File: src/rtl/plights_ctrl.sv
// Run-time LED pattern controller: host-programmable mode and period,
// pause/resume, and a registered 8-bit LED drive with a per-tick strobe.
module plights_ctrl #(
  parameter int DIV_W       = 16,
  parameter int DEFAULT_DIV = 2
) (
  input  logic             clk,
  input  logic             rst,
  input  logic             cmd_valid,
  output logic             cmd_ready,
  input  logic [1:0]       cmd_mode,
  input  logic [DIV_W-1:0] cmd_div,
  input  logic             pause,
  output logic [7:0]       led,
  output logic             step,
  output logic             busy
);

  typedef enum logic [1:0] {
    ST_IDLE   = 2'd0,
    ST_LOAD   = 2'd1,
    ST_RUN    = 2'd2,
    ST_PAUSED = 2'd3
  } state_t;

  localparam logic [1:0] MODE_OFF    = 2'd0;
  localparam logic [1:0] MODE_SHIFT  = 2'd1;
  localparam logic [1:0] MODE_BOUNCE = 2'd2;
  localparam logic [1:0] MODE_COUNT  = 2'd3;

  localparam logic [DIV_W-1:0] DIV_ZERO = {DIV_W{1'b0}};
  localparam logic [DIV_W-1:0] DIV_ONE  = {{(DIV_W-1){1'b0}}, 1'b1};
  localparam logic [DIV_W-1:0] DIV_RST  = (DEFAULT_DIV < 32'sd1) ? DIV_ONE : DIV_W'(DEFAULT_DIV);

  // Returns {dir_up, led} after one pattern advance.
  function automatic logic [8:0] next_pat(input logic [1:0] mode, input logic [7:0] cur,
                                          input logic up);
    logic [7:0] n;
    logic       d;
    n = cur;
    d = up;
    case (mode)
      MODE_SHIFT:  n = {cur[6:0], cur[7]};
      MODE_BOUNCE: begin
        n = up ? {cur[6:0], 1'b0} : {1'b0, cur[7:1]};
        if (n == 8'h80) d = 1'b0;
        else if (n == 8'h01) d = 1'b1;
        else d = up;
      end
      MODE_COUNT:  n = cur + 8'd1;
      default:     n = cur;
    endcase
    return {d, n};
  endfunction

  function automatic logic [7:0] init_pat(input logic [1:0] mode);
    case (mode)
      MODE_SHIFT:  return 8'h01;
      MODE_BOUNCE: return 8'h01;
      default:     return 8'h00;
    endcase
  endfunction

  state_t           state_r, state_s;
  logic [1:0]       mode_r, mode_s;
  logic [DIV_W-1:0] div_r, div_s;
  logic [DIV_W-1:0] cnt_r, cnt_s;
  logic [7:0]       led_r, led_s;
  logic             dir_up_r, dir_up_s;
  logic             step_r, step_s;
  logic             ready_r, ready_s;
  logic             busy_r, busy_s;
  logic             accept_s;
  logic             tick_s;
  logic [8:0]       pat_s;

  // Next-state, pattern and handshake logic; a command always wins over the current state.
  always_comb begin
    state_s  = state_r;
    mode_s   = mode_r;
    div_s    = div_r;
    cnt_s    = cnt_r;
    led_s    = led_r;
    dir_up_s = dir_up_r;
    step_s   = 1'b0;
    accept_s = cmd_valid & ready_r;
    tick_s   = (cnt_r == (div_r - DIV_ONE));
    pat_s    = next_pat(mode_r, led_r, dir_up_r);

    case (state_r)
      ST_IDLE: state_s = ST_IDLE;
      ST_LOAD: begin
        led_s    = init_pat(mode_r);
        cnt_s    = DIV_ZERO;
        dir_up_s = 1'b1;
        if (mode_r == MODE_OFF) state_s = ST_IDLE;
        else if (pause) state_s = ST_PAUSED;
        else state_s = ST_RUN;
      end
      // A paused controller released this cycle counts on the same edge.
      ST_RUN, ST_PAUSED: begin
        if (pause) begin
          state_s = ST_PAUSED;
        end else begin
          state_s = ST_RUN;
          if (tick_s) begin
            cnt_s    = DIV_ZERO;
            step_s   = 1'b1;
            led_s    = pat_s[7:0];
            dir_up_s = pat_s[8];
          end else begin
            cnt_s = cnt_r + DIV_ONE;
          end
        end
      end
      default: state_s = ST_IDLE;
    endcase

    if (accept_s) begin
      state_s = ST_LOAD;
      mode_s  = cmd_mode;
      div_s   = (cmd_div == DIV_ZERO) ? DIV_ONE : cmd_div;
    end else begin
      mode_s = mode_r;
      div_s  = div_r;
    end

    ready_s = (state_s != ST_LOAD);
    busy_s  = (state_s != ST_IDLE);
  end

  // State and registered outputs.
  always_ff @(posedge clk or negedge rst) begin
    if (!rst) begin
      state_r  <= ST_IDLE;
      mode_r   <= MODE_OFF;
      div_r    <= DIV_RST;
      cnt_r    <= DIV_ZERO;
      led_r    <= 8'h00;
      dir_up_r <= 1'b1;
      step_r   <= 1'b0;
      ready_r  <= 1'b1;
      busy_r   <= 1'b0;
    end else begin
      state_r  <= state_s;
      mode_r   <= mode_s;
      div_r    <= div_s;
      cnt_r    <= cnt_s;
      led_r    <= led_s;
      dir_up_r <= dir_up_s;
      step_r   <= step_s;
      ready_r  <= ready_s;
      busy_r   <= busy_s;
    end
  end

  assign cmd_ready = ready_r;
  assign led       = led_r;
  assign step      = step_r;
  assign busy      = busy_r;

endmodule

File: config.mk
export PLATFORM = sky130hd
export DESIGN_NAME = plights_ctrl
export DESIGN_NICKNAME = d
export VERILOG_FILES = /design/src/rtl/plights_ctrl.sv
export SDC_FILE = /design/constraint.sdc
export NUM_CORES = 1
export LEC_CHECK = 0
export CAP_MARGIN = 0
export CORE_ASPECT_RATIO = 1.75
export CORE_MARGIN = 2
export CORE_UTILIZATION = 40
export CTS_BUF_LIST = sky130_fd_sc_hd__clkbuf_2 sky130_fd_sc_hd__clkbuf_4 sky130_fd_sc_hd__clkbuf_8
export DETAILED_ROUTE_END_ITERATION = 12
export GPL_ROUTABILITY_DRIVEN = 0
export GPL_TIMING_DRIVEN = 0
export PLACE_DENSITY_LB_ADDON = 0.08
export SLEW_MARGIN = 10
export SYNTH_ARGS = -nofsm -noshare
export SYNTH_HDL_FRONTEND = slang
export SYNTH_SLANG_ARGS = --single-unit
File: constraint.sdc
create_clock -name clk -period 5.75 [get_ports clk]
set_input_delay 1.15 -clock clk [delete_from_list [all_inputs] [get_ports clk]]
set_output_delay 1.15 -clock clk [all_outputs]
set_load 0.01 [all_outputs]
==> results_dict.tcl <==
set metrics [dict create \
    outcome "finished clean" \
    synth.yosys.warnings 0 \
    layout_min_cycle_time_ns 3.10 \
    root_buffer "sky130_fd_sc_hd__clkbuf_8" \
    hp-start "div_r[15]" \
    totalNegativeSetupSlack_ns 0 \
    max-vdd-ir-drop_v 0.000179 \
    clock_sink_count 48 \
    hold_ws_ns 0.541 \
    cap_viol_max_count 0 \
    routed_via_density 5.72 \
    syn-mean-instance-area_um2 9.20 \
    cts_inserted_buffers 5 \
    first_pass_grt_wire_length_um 13100 \
    insertion_delay_ns 0.31 \
    design_power_total_uw 867 \
    final.fill_count 765 \
    hpwl_reported_at_the_end_of_detailed_placement_um 6070 \
    cp-end-kind "register" \
    global_route.overflow_total 0 \
    synth_top_cell_area_share 0.372 \
    max_clock_freq_mhz 322 \
    postSynth.asyncResetShare 1.00 \
    worstRegToRegCells 9 \
    cts_tree "done" \
    grt_pass1_vias 2722 \
    drive_above_1_share 0.108 \
    initial_standard_cell_utilization_of_the_core 0.406 \
    grt_max_degree 31 \
    area_delta_synth_final_pct 18.0 \
    initialDrtViolationCount 90 \
    hold_path.class "reg2reg" \
    crit-reg2reg-launch "div_r[1]" \
    post-place-cells 450 \
    syn-instance-count 329 \
    routed_wire_length_per_instance_um 16.8 \
    power.density_nw_per_um2 243 \
    grt_setup_unrepaired "no" \
    net_count_after_synthesis 357 \
    setup.reg_to_reg.worst_slack_ns 2.65 \
    post-route-cell-area_um2 3570 \
    area_used_by_multi_input_combinational_logic_um2 1710 \
    synth_area_leaders "sky130_fd_sc_hd__dfrtp_1, sky130_fd_sc_hd__xnor2_1, sky130_fd_sc_hd__mux2_2" \
    synth.largest_area_cell "sky130_fd_sc_hd__dfrtp_1" \
    drt.antenna.violating_nets 0 \
    min_delay_path_depth 1 \
    final_net_count 397 \
    drt_drc_violations_left 0 \
    clkTransAtPathRegs_ns 0.09 \
    p_leak_nw 1.41 \
    arrival_time_at_the_worst_endpoint_ns 3.29 \
    antenna_found_initial 0 \
    design.die.area_um2 8310 \
    hold_path_end "div_r[15]" \
    mappedNetlistArea_um2 3030 \
    rr_endpoint "led[4]" \
    ctsHoldBuffers 0 \
    ys_types 51 \
    first_pass_iters 4 \
    skew_ns 0.0115 \
    layout_worst_path_cycle_share 0.540 \
    cts_resized 0 \
    timing_worst_setup_path_type "reg2reg" \
    htree_levels 2 \
    worst_slew_pin_slew_ns 0.798 \
    floorplan.core_area_um2 7460 \
    grt_use_total 0.199 \
    rows 42 \
    placedInstanceArea_um2 3480 \
    design.portCount 33 \
    bufs_on_longest_clock_path 2 \
    synth-main-ff-cell "sky130_fd_sc_hd__dfrtp_1" \
    fin_cells 458 \
    synth_commonest_cells "sky130_fd_sc_hd__dfrtp_1, sky130_fd_sc_hd__nor2_1, sky130_fd_sc_hd__xnor2_1, sky130_fd_sc_hd__nand2_1, sky130_fd_sc_hd__mux2_2" \
    final_max_slew_viol_count 0 \
    crit_path_max_fanout 9 \
    critical_path_required_ns 5.94 \
    finalSetupViolations 0 \
    synth_sequential_area_ratio 0.398 \
    slew_headroom 0.467 \
    dieHeight_um 119 \
    finalHoldViolCount 0 \
    post-cts-setup-buffer-count 0 \
    critPathLaunchType "register" \
    regArea_um2 1200 \
    synth_most_common_cell "sky130_fd_sc_hd__dfrtp_1" \
    wirelength_um 7710 \
    synth_edf_count 0 \
    port_buffers 32 \
    die_width_um 69.8 \
    antenna_cells 0 \
    dr_total_vias 2622 \
    postSynthRegisterBits 48 \
]
==> state kept, by name (all words and copies together), names as in the netlist <==
signal	cells
mode_r	2
dir_up_r	1
cmd_ready	1
step	1
led	8
div_r	16
cnt_r	16
busy	1
state_r	2
==> cells by family after synthesis <==
logic type	after synthesis	synth area share
XOR/XNOR	35	0.101
multiplexers	21	0.0777
buffers and inverters	28	0.0380
AO/OA/AOI/OAI	54	0.119
AND/OR/NAND/NOR	137	0.241
adder cells (fa/ha/maj)	6	0.0248
flip-flops	48	0.398
==> worst max-delay path: stages (launching register included) <==
cell	delay [ns]
sky130_fd_sc_hd__dfstp_2	0.60
sky130_fd_sc_hd__inv_1	0.06
sky130_fd_sc_hd__ha_1	0.28
sky130_fd_sc_hd__nor2b_1	0.17
sky130_fd_sc_hd__or3_1	0.34
sky130_fd_sc_hd__a31oi_1	0.23
sky130_fd_sc_hd__o2111ai_1	0.19
sky130_fd_sc_hd__nor4b_2	0.72
sky130_fd_sc_hd__o21ai_0	0.21
sky130_fd_sc_hd__o311ai_0	0.17
==> worst max path at each step <==
| stage | from | end | slack [ns] | cells after the start |
|---|---|---|---|---|
| 2_1_floorplan | div_r[1] | led[1] | 2.97 | 10 |
| 3_3_place_gp | rst | div_r[13] | 1.97 | 1 |
| 3_5_place_dp | pause | dir_up_r | 2.56 | 7 |
| 4_1_cts | div_r[1] | dir_up_r | 2.65 | 10 |
| 5_1_grt | div_r[1] | led[4] | 2.35 | 9 |
| 6_report | div_r[1] | led[4] | 2.65 | 9 |
==> placed cells by master, fill, tap and decap left out, types with 9 or more instances in the layout <==
cell type                         synthesis  final
sky130_fd_sc_hd__a21oi_1                 15     15
sky130_fd_sc_hd__and3_1                  10     10
sky130_fd_sc_hd__clkbuf_1                12     12
sky130_fd_sc_hd__clkdlybuf4s50_1          0     31
sky130_fd_sc_hd__dfrtp_1                 45     45
sky130_fd_sc_hd__inv_1                   10     10
sky130_fd_sc_hd__mux2_2                  20     20
sky130_fd_sc_hd__nand2_1                 21     21
sky130_fd_sc_hd__nand3_1                 11     11
sky130_fd_sc_hd__nand4_1                 11     11
sky130_fd_sc_hd__nor2_1                  39     39
sky130_fd_sc_hd__nor3_1                  10     10
sky130_fd_sc_hd__nor4_1                  12     12
sky130_fd_sc_hd__o21ai_0                 10     10
sky130_fd_sc_hd__xnor2_1                 26     26
sky130_fd_sc_hd__xor2_1                   9      9
==> stage by stage <==
stage	utilization	worst slack [ns]
after floorplan	-	2.97
after global placement	0.463	1.97
after detailed placement	0.466	2.56
after CTS	0.479	2.65
after global routing	0.479	2.35
final	0.479	2.65
==> report_power, final <==
| group | internal [mW] | total [mW] | switching (mW) |
|---|---|---|---|
| clock network | 0.0962 | 0.211 | 0.115 |
| registers | 0.371 | 0.420 | 0.0490 |
| logic | 0.109 | 0.236 | 0.126 |
| total | 0.577 | 0.867 | 0.290 |
==> final cells by class <==
type                            instances  area share
Multi-Input combinational cell        253       0.478
Sequential cell                        48       0.337
Timing Repair Buffer                   33      0.0960
Tap cell                               88      0.0308
Clock buffer                            6      0.0231
Buffer                                 18      0.0217
Inverter                               10      0.0105
Clock inverter                          2     0.00280
==> per-layer routing <==
| metal | track usage | vias up | wire [um] |
|---|---|---|---|
| met5 | 0 | - | 0 |
| met4 | 0.0925 | 0 | 285 |
| met3 | 0.0237 | 18 | 154 |
| met2 | 0.398 | 47 | 4500 |
| met1 | 0.196 | 1282 | 2770 |
| li1 | - | 1275 | - |
No activity file was read; power rests on OpenSTA's default activity.
